File: config.mk
export PLATFORM = sky130hd
export DESIGN_NAME = rca_seq_ctrl
export DESIGN_NICKNAME = d
export VERILOG_FILES = /design/src/rtl/rca_seq_ctrl.sv
export SDC_FILE = /design/constraint.sdc
export NUM_CORES = 1
export LEC_CHECK = 0
export ABC_CLOCK_PERIOD_IN_PS = 4310
export CORE_MARGIN = 2
export CORE_UTILIZATION = 35
export CTS_BUF_LIST = sky130_fd_sc_hd__clkbuf_4 sky130_fd_sc_hd__clkbuf_8
export CTS_CLUSTER_DIAMETER = 50
export DETAILED_ROUTE_END_ITERATION = 10
export PLACE_DENSITY = 0.68
export SYNTH_ARGS = -nofsm -noshare
export SYNTH_HDL_FRONTEND = slang
export SYNTH_SLANG_ARGS = --single-unit
File: constraint.sdc
create_clock -name clk -period 4.31 [get_ports clk]
set_input_delay 0.862 -clock clk [delete_from_list [all_inputs] [get_ports clk]]
set_output_delay 0.862 -clock clk [all_outputs]
set_load 0.02 [all_outputs]
File: src/rtl/rca_seq_ctrl.sv
// Bit-serial (3-bit slice) adder sequencer around one shared rca slice.
// Define RCA_SEQ_SUB_EN to add the op_sub port for two's-complement subtract.
module rca (
  input  logic [2:0] a,
  input  logic [2:0] b,
  input  logic       cin,
  output logic [2:0] sum,
  output logic       cout
);
  assign {cout, sum} = {1'b0, a} + {1'b0, b} + {3'b000, cin};
endmodule

module rca_seq_ctrl #(
  parameter int WIDTH = 12
) (
  input  logic             clk,
  input  logic             rst_n,
  input  logic             in_valid,
  output logic             in_ready,
  input  logic [WIDTH-1:0] op_a,
  input  logic [WIDTH-1:0] op_b,
  input  logic             op_cin,
`ifdef RCA_SEQ_SUB_EN
  input  logic             op_sub,
`endif
  output logic             out_valid,
  input  logic             out_ready,
  output logic [WIDTH-1:0] res_sum,
  output logic             res_cout,
  output logic             busy
);
  localparam int NSLICE = WIDTH / 3;
  localparam int IW = (NSLICE > 1) ? $clog2(NSLICE) : 1;

  if ((WIDTH % 3) != 0 || WIDTH < 3) begin : g_bad_width
    $error("rca_seq_ctrl: WIDTH must be a multiple of 3 and >= 3");
  end

  typedef enum logic [1:0] {IDLE, RUN, DONE} state_e;

  state_e           state_q;
  logic [WIDTH-1:0] a_q;
  logic [WIDTH-1:0] b_q;
  logic [WIDTH-1:0] sum_q;
  logic [IW-1:0]    idx_q;
  logic             c_q;
  logic             cout_q;
  logic             rdy_q;
  logic             vld_q;
  logic             busy_q;

  logic [WIDTH-1:0] b_d;
  logic             c_d;
  logic [2:0]       sa;
  logic [2:0]       sb;
  logic [2:0]       ss;
  logic             sco;

  always_comb begin
    b_d = op_b;
    c_d = op_cin;
`ifdef RCA_SEQ_SUB_EN
    if (op_sub) begin
      b_d = ~op_b;
      c_d = 1'b1;
    end
`endif
  end

  always_comb begin
    sa = 3'b000;
    sb = 3'b000;
    for (int i = 0; i < NSLICE; i++) begin
      if (idx_q == IW'(i)) begin
        sa = a_q[3*i +: 3];
        sb = b_q[3*i +: 3];
      end
    end
  end

  rca u_rca (
    .a   (sa),
    .b   (sb),
    .cin (c_q),
    .sum (ss),
    .cout(sco)
  );

  always_ff @(posedge clk or negedge rst_n) begin
    if (!rst_n) begin
      state_q <= IDLE;
      a_q     <= '0;
      b_q     <= '0;
      sum_q   <= '0;
      idx_q   <= '0;
      c_q     <= 1'b0;
      cout_q  <= 1'b0;
      rdy_q   <= 1'b1;
      vld_q   <= 1'b0;
      busy_q  <= 1'b0;
    end else begin
      unique case (state_q)
        IDLE: begin
          if (in_valid) begin
            a_q     <= op_a;
            b_q     <= b_d;
            c_q     <= c_d;
            idx_q   <= '0;
            rdy_q   <= 1'b0;
            busy_q  <= 1'b1;
            state_q <= RUN;
          end
        end
        RUN: begin
          for (int i = 0; i < NSLICE; i++) begin
            if (idx_q == IW'(i)) sum_q[3*i +: 3] <= ss;
          end
          c_q <= sco;
          if (idx_q == IW'(NSLICE - 1)) begin
            cout_q  <= sco;
            idx_q   <= '0;
            vld_q   <= 1'b1;
            state_q <= DONE;
          end else begin
            idx_q <= idx_q + 1'b1;
          end
        end
        DONE: begin
          if (out_ready) begin
            vld_q   <= 1'b0;
            rdy_q   <= 1'b1;
            busy_q  <= 1'b0;
            state_q <= IDLE;
          end
        end
        default: begin
          state_q <= IDLE;
          rdy_q   <= 1'b1;
          vld_q   <= 1'b0;
          busy_q  <= 1'b0;
        end
      endcase
    end
  end

  assign in_ready  = rdy_q;
  assign out_valid = vld_q;
  assign busy      = busy_q;
  assign res_sum   = sum_q;
  assign res_cout  = cout_q;
endmodule

After elaboration in Yosys (flattened, before gate mapping):

Cells that the tools add are included.

* bits in registers: 45

* add/sub/neg operators: 3
* equality and inequality tests: 8
* muxes and demuxes: 25
* bitwise operators: 2
* reductions and logical operators: 12

Operators with widths (number)
* $mux W3: 8
* $reduce_and A2 Y1: 6
* $mux W2: 5
* $pmux W1 S3: 3
* $reduce_and A3 Y1: 3
* $eq A2 B2 Y1 const B: 3
* $mux W1: 6
* $ne A2 B2 Y1 const B: 3
* $pmux W2 S3: 1
* $add A3 B3 Y4: 1
* $add A4 B1 Y4: 1
* $eq A2 B1 Y1 const B: 2
* $logic_not A2 Y1: 2
* $pmux W2 S2: 1
* $add A2 B1 Y2 const B: 1
* $not A1 Y1: 2
* $pmux W1 S2: 1
* $reduce_bool A2 Y1: 1

Longest topological paths before layout:

* depth after elaboration: 8
* gate-level depth with buffers: 10

Cells and area by module:

From an unflattened synthesis, not the netlist that was laid out.

* cells, all modules: 171
* area total of the unflattened synthesis: 2299.7 sq um

Modules (own cells, without submodules)
* rca_seq_ctrl: instances 1, cells each 156, area each 2185.8 sq um, seq. area each 1127.3 sq um
* rca: instances 1, cells each 15, area each 113.9 sq um, seq. area each 0.0 sq um

Worst setup path before layout:

Ideal clock, no wire load.

* kind: register to register
* from: register idx_q[0]
* to: register sum_q[11], in the netlist res_sum[11]
* arrival: 2.320 ns
* required time: 4.177 ns
* path slack: 1.857 ns
* stages on the path, launching flop included: 9
* buffers on the path: 2
* clock period less this slack: 2.453 ns
* cell sequence: dfrtp_1 ha_1 clkbuf_1 clkbuf_1 a22oi_1 fa_1 fa_1 xor2_1 o21ai_0

* word-level cells in the longest chain between the ends: 7
* elaborated cells on any way between the ends: 15
* those cells by class: add/sub: 2; eq/ne: 3; mux: 8; reduce/logical: 2

Ends and longest elaborated chain
* from (decl): RTL line 45 `logic [IW-1:0] idx_q;`
* from (signal assigned): RTL line 125 `idx_q <= idx_q + 1'b1;`
* $logic_not A2 Y1: RTL line 74 `if (idx_q == IW'(i)) begin`
* $mux W3 (4 in a row): RTL line 74
* $add A3 B3 Y4: RTL line 10 `assign {cout, sum} = {1'b0, a} + {1'b0, b} + {3'b000, cin};`
* $add A4 B1 Y4: RTL line 10
* to (signal, indexed assignment): RTL line 116 `if (idx_q == IW'(i)) sum_q[3*i +: 3] <= ss;`
* to (decl): RTL line 44 `logic [WIDTH-1:0] sum_q;`

Several ways; a longest one is shown, not always the timed one.
A chain may end at the register's enable or synchronous reset.

Final worst setup path:

Same ends and word-level chain as after synthesis.

==> reports/results.ini <==
[setup_path]
critPathKind=register to register
cp.arrival_ns=2.75
critPathMaxFanout=13
startpoint_type=register
end_kind=register
crit_required_ns=4.48

[grt]
grt_most_used_layer=met2
grt_pass1_wl_mm=6.89
antenna_found_initial=0
grtUsageMet3_pct=2.86
grt_max_degree=46
use_met1_pct=16.3
globalRouteOverflowTotal=0
gr-usage-met2_pct=23.7
grt_pass1_vias=1458
grt_usage_pct=13.5

[power_and_ir_drop]
vdd_ir_drop_max_uv=288
p_leak_nw=1.18
cellPowerDensity_nw_per_um2=826
p_total_w=0.00225

[place]
place.gp.congestion=0.761
numPortBuffers=44
place_inst=301
dp_hpwl_mm=3.11

[drt]
dr_total_vias=1488
wirelength_mm=4.20
dr.pass1.iters=4
wire_per_inst_microns=13.6
drcViolationCount=0
antenna_left=0
drt-initial-drc-count=54
viasPerCell=4.82

[floorplan]
chipHeight_microns=81.8
pin_count=45
core_sq_um=5890
die_x_microns=81.8
start_util_pct=35.9
rows=28
die-area_sq_um=6680

[yosys]
synth.yosys.seq_area_share_pct=53.3
yosysWarningCount=0
synth_ff_type=dfrtp_1
synth.avg_cell_area_sq_um=11.1
synth_cells=190
synth_area_sq_um=2120
synth.distinct_cells=29
mappedNetlistNets=227
synth-edff-count=0
ys_seq_elements=45
ys_async_sr_fraction_pct=100

[clock_tree]
post_cts_resized=0
cts-root-buf=clkbuf_8
clk_pin_slew_worst_paths_ns=0.08
post_cts_buffers=0
cts_inserted_buffers=5
cts.sinks=45
ctsHtreeMaxLevel=2
cts_tree=yes
clock_latency_ns=0.29
cts-hold-fix-buffers=0
cts_max_path_buffers=2

[final_layout]
num-nets-final=270
n_antenna_cell=0
final_util_pct=46.3
syn_to_final_growth_pct=28.7
mostFrequentLayoutCells=dfrtp_1, clkdlybuf4s50_1, nand2_1
drive_above_1_share_pct=11.1
fin_cells=309
final_common_cell=dfrtp_1

[timing]
fmax_mhz=387
finalSetupViolCount=0
hold_viol_final=0
slew_violations=0
rsz0062_at_grt=no
clock-skew-final_ns=0.00588
layout_min_cycle_time_ns=2.58
maxSlewHeadroom_pct=33.7
worst_slew_pin_slew_ns=0.994
tns_ns=0
period_share_pct=59.9
whs_ns=0.482

[outcome]
status=complete, no violations

[hold_path]
hp-class=register to register

[job]
drv_cap=0

## logic make-up after synthesis
| family | count (synthesis) | synth area share [%] |
|---|---|---|
| AO/OA/AOI/OAI | 55 | 14.9 |
| buffers and inverters | 20 | 4.97 |
| flip-flops | 45 | 53.3 |
| XOR/XNOR | 1 | 0.414 |
| multiplexers | 18 | 11.4 |
| adder cells (fa/ha/maj) | 8 | 5.44 |
| AND/OR/NAND/NOR | 43 | 9.64 |
## registers in the layout, summed over array words and instances, names as in the netlist
signal and count:
a_q 12, b_q 12, busy 1, c_q 1
idx_q 2, in_ready 1, out_valid 1, res_cout 1
res_sum 12, state_q 2
## worst max-delay path: stages (launching register included)
cell	delay, ns
dfrtp_1	0.42
inv_1	0.10
ha_1	0.42
a21oi_1	0.07
o21ai_0	0.09
a22oi_1	0.11
fa_1	0.47
fa_1	0.39
xor2_1	0.26
o21ai_0	0.12
## synthesized netlist by cell type, drive strengths merged (2+ instances only)
| cell type | instances | area share (%) |
|---|---|---|
| a22o | 4 | 1.7 |
| dfrtp | 44 | 52 |
| a21oi | 15 | 3.5 |
| fa | 2 | 1.9 |
| o22ai | 2 | 0.59 |
| o21ai | 26 | 6.1 |
| a22oi | 4 | 1.4 |
| inv | 11 | 2.0 |
| mux2 | 18 | 11 |
| nand2b | 2 | 0.59 |
| ha | 6 | 3.5 |
| clkbuf | 3 | 0.53 |
| buf | 6 | 2.5 |
| nor2 | 2 | 0.35 |
| nand3b | 5 | 1.8 |
| nand2 | 31 | 5.5 |
## metal layers
layer | up-vias | share of wire, % | routed length, microns
met5 | - | 0 | 0
met4 | 0 | 0.93 | 39
met3 | 5 | 4.4 | 186
met2 | 32 | 52 | 2170
met1 | 710 | 43 | 1800
li1 | 741 | - | -
## stage by stage
step / cell area, sq um / setup WS (ns)
after floorplan: 2120 / 1.86
after global placement: 2590 / 1.83
after detailed placement: 2590 / 1.72
after CTS: 2720 / 1.70
after global routing: 2720 / 1.49
final: 2720 / 1.73
## final cells by class
cell class | count | area [sq um]
Fill cell | 569 | 3160
Sequential cell | 45 | 1130
Multi-Input combinational cell | 125 | 883
Timing Repair Buffer | 45 | 443
Tap cell | 75 | 93.8
Clock buffer | 5 | 68.8
Clock inverter | 3 | 65.1
Inverter | 11 | 41.3
## worst paths after layout
kind	from	to	slack [ns]	cells past startpoint
min	res_sum[9]	res_sum[9]	0.48	2
min reg2reg	res_sum[9]	res_sum[9]	0.48	2
max	idx_q[0]	res_sum[11]	1.73	9
min in group asynchronous	rst_n	res_sum[6]	0.72	1
max reg2reg	idx_q[0]	res_sum[11]	1.73	9
max in group asynchronous	rst_n	a_q[5]	2.97	1
## report_power, final
part / total [W] / switching (W) / internal (W)
Sequential: 0.000770 / 0.000140 / 0.000630
Clock: 0.000370 / 0.000139 / 0.000230
Combinational: 0.00111 / 0.000583 / 0.000527
Note: power is estimated with default switching activity, not from simulation.
==> RTL change, RTL diff (same flow settings) <==
Encoding of `state_e`: now one-hot (3 bits for 3 states).
--- a/src/rtl/rca_seq_ctrl.sv
+++ b/src/rtl/rca_seq_ctrl.sv
@@ -38,3 +38,3 @@
 
-  typedef enum logic [1:0] {IDLE, RUN, DONE} state_e;
+  typedef enum logic [2:0] {IDLE = 3'b001, RUN = 3'b010, DONE = 3'b100} state_e;
 
Check against the original RTL: same outputs for any inputs over 10 cycles, from zero or initial values and one cycle with rst_n low; not proved beyond that.
==> RTL change against the unedited design <==
  * Non-clock buffer count is the same
  * Sequential share of layout area fell by 0.061 points
  * Final cell count fell by 0.32%
  * First-iteration DRC count increased by 9.3%
  * Core utilization is 0.32 points higher
  * Routed wire length grew 5.2%
  * Worst setup slack lost 11 ps
  * Total power shrank 11%
  * Synthesized area is 3.5% higher
  * Cell area rose by 2.5%
  * Sequential cell count rose by 1
  * Highest routed layer unchanged
==> RTL change: results (changes against the unedited design) <==
| Metric | Value |
|---|---|
| CP Max Fanout | `13 (unchanged)` |
| Clock skew | `7.96 ps (+2.08 ps)` |
| Pre-CTS setup slack | `1750 ps (+27.7 ps)` |
| Compound-gate portion of the synthesized area | `0.138 (-0.0113)` |
| Critical R2R Launch | `idx_q[0]` |
| Status | `completed` |
| Top sig layer | `met4` |
| Asr flop ratio synth | `1.00 (unchanged)` |
| Port-buffer cells | `44 (unchanged)` |
| Final-stage net count | `269 (-0.37%)` |
| Pre-Repair DR Iteration Count | `4 (unchanged)` |
| Pin count of the biggest net entering global routing | `47 (+2.2%)` |
| Slew HR | `0.305 (-0.0322)` |
| Sequential share of the synthesized area | `0.527 (-0.00596)` |
| Commonest cells in the netlist | `dfrtp_1 (44), mux2_2 (26), nand2_1 (20), o21ai_0 (19), a21oi_1 (15)` |
| LEAKAGE | `0.00120 µW (+0.99%)` |
| Hold_sp | `res_sum[4]` |
| Met3 WL post-DR | `201 µm (+8.1%)` |
| Arrival @ worst endpoint | `2810 ps (+60 ps)` |
| Main flop type after synthesis | `dfrtp_1` |
| First-pass GRT wire length | `7630 µm (+11%)` |
| WL met2 | `1940 µm (-11%)` |
| Clk_lat worst skew | `300 ps` |
| Vias in the first global route | `1571 (+7.8%)` |
| Gp weighted congestion | `0.785 (+3.2%)` |
| Resized Gates After CTS | `0 (unchanged)` |
| Antenna fix cells | `0 (unchanged)` |
| Layout cell share with drive strength beyond 1 | `0.180 (+0.0691)` |
| FF-to-FF path depth | `8 (-1)` |
| Post-Synthesis Net Count | `228 (+0.44%)` |
| Overall global routing resource usage | `0.137 (+0.00202)` |
| DR iter-0 viols | `59 (+9.3%)` |
| # fillers | `563 (-1.1%)` |
| Synth top area cells | `dfrtp_1 (50%), mux2_2 (13%), o21ai_0 (4.3%)` |
| # Post-CTS Setup Buffers | `0 (unchanged)` |
| Yosys cell types | `35 (+21%)` |
| Mux cell area share after synthesis | `0.143 (+0.0293)` |
| Root Driver | `clkbuf_8` |
| Worst min path class | `reg2reg` |
| Clock Path Buffers | `2 (unchanged)` |
| Synth Area in Adders | `0.0526 (-0.00183)` |
| Post-placement cell area | `2700 µm² (+4.1%)` |
| Peak supply drop | `0.270 mV (-6.2%)` |
| Hold Crit Endpoint | `res_sum[4]` |
| Initial antenna violation count | `0 (unchanged)` |
| Routed WL per cell | `14.4 µm (+5.6%)` |
| Setup ws final | `1720 ps (-10.6 ps)` |
| FF-to-FF End | `res_sum[1]` |
| Routed length on met1 | `2240 µm (+24%)` |
| Hold slack | `483 ps (+1.16 ps)` |
| Post-Synth XOR/XNOR Area | `0.00400 (-0.000140)` |
| Detail Placement HPWL | `3190 µm (+2.6%)` |
| Via count | `1543 (+3.7%)` |
[RTL change: through the flow]
step	util	power, µW	instances
after floorplan	-	1420	191
after global placement	0.450	1730	300
after detailed placement	0.450	1750	300
after CTS	0.466	2030	308
after global routing	0.466	2180	308
final	0.466	2000	308
[RTL change: per-layer routing]
| metal | track usage | vias up |
|---|---|---|
| met5 | 0 | - |
| met4 | 0.0313 | 0 |
| met3 | 0.0437 | 5 |
| met2 | 0.210 | 41 |
| met1 | 0.190 | 743 |
| li1 | - | 754 |
[RTL change: where the power goes]
group | total (µW) | switching, µW | internal [µW]
clock | 276 | 140 | 136
sequential | 768 | 140 | 629
combinational | 960 | 475 | 485
[RTL change: worst max-delay path, stage by stage, from the launching register on]
cell and delay [ps]:
dfrtp_1 420, inv_1 110, ha_1 450, a21oi_1 130, a22o_1 260, fa_1 420
inv_1 80, fa_1 460, o21ai_0 180
[RTL change: layout make-up]
class,instances,area (µm²),area share
repair buffers,45,443,0.159
well taps,75,93.8,0.0336
clock inverters,1,5.00,0.00179
clock buffers,7,90.1,0.0323
flip-flops and latches,46,1150,0.413
multi-input cells,124,967,0.347
inverters,10,37.5,0.0135
[RTL change: cells by family after synthesis]
| family | after synthesis |
|---|---|
| xor gates and xnor gates | 1 |
| buffers and inverters | 21 |
| adders and majority gates | 8 |
| AOI/OAI and AO/OA | 50 |
| muxes | 28 |
| DFF | 46 |
| and+or+nand+nor | 37 |
[RTL change: worst max path at each step]
| stage | cells after the start | end | start |
|---|---|---|---|
| after floorplan | 9 | res_sum[10] | idx_q[0] |
| after global placement | 4 | b_q[9] | in_valid |
| after detailed placement | 8 | res_sum[7] | idx_q[0] |
| after CTS | 8 | res_sum[7] | idx_q[0] |
| after global routing | 10 | res_sum[2] | idx_q[0] |
| final | 8 | res_sum[1] | idx_q[0] |
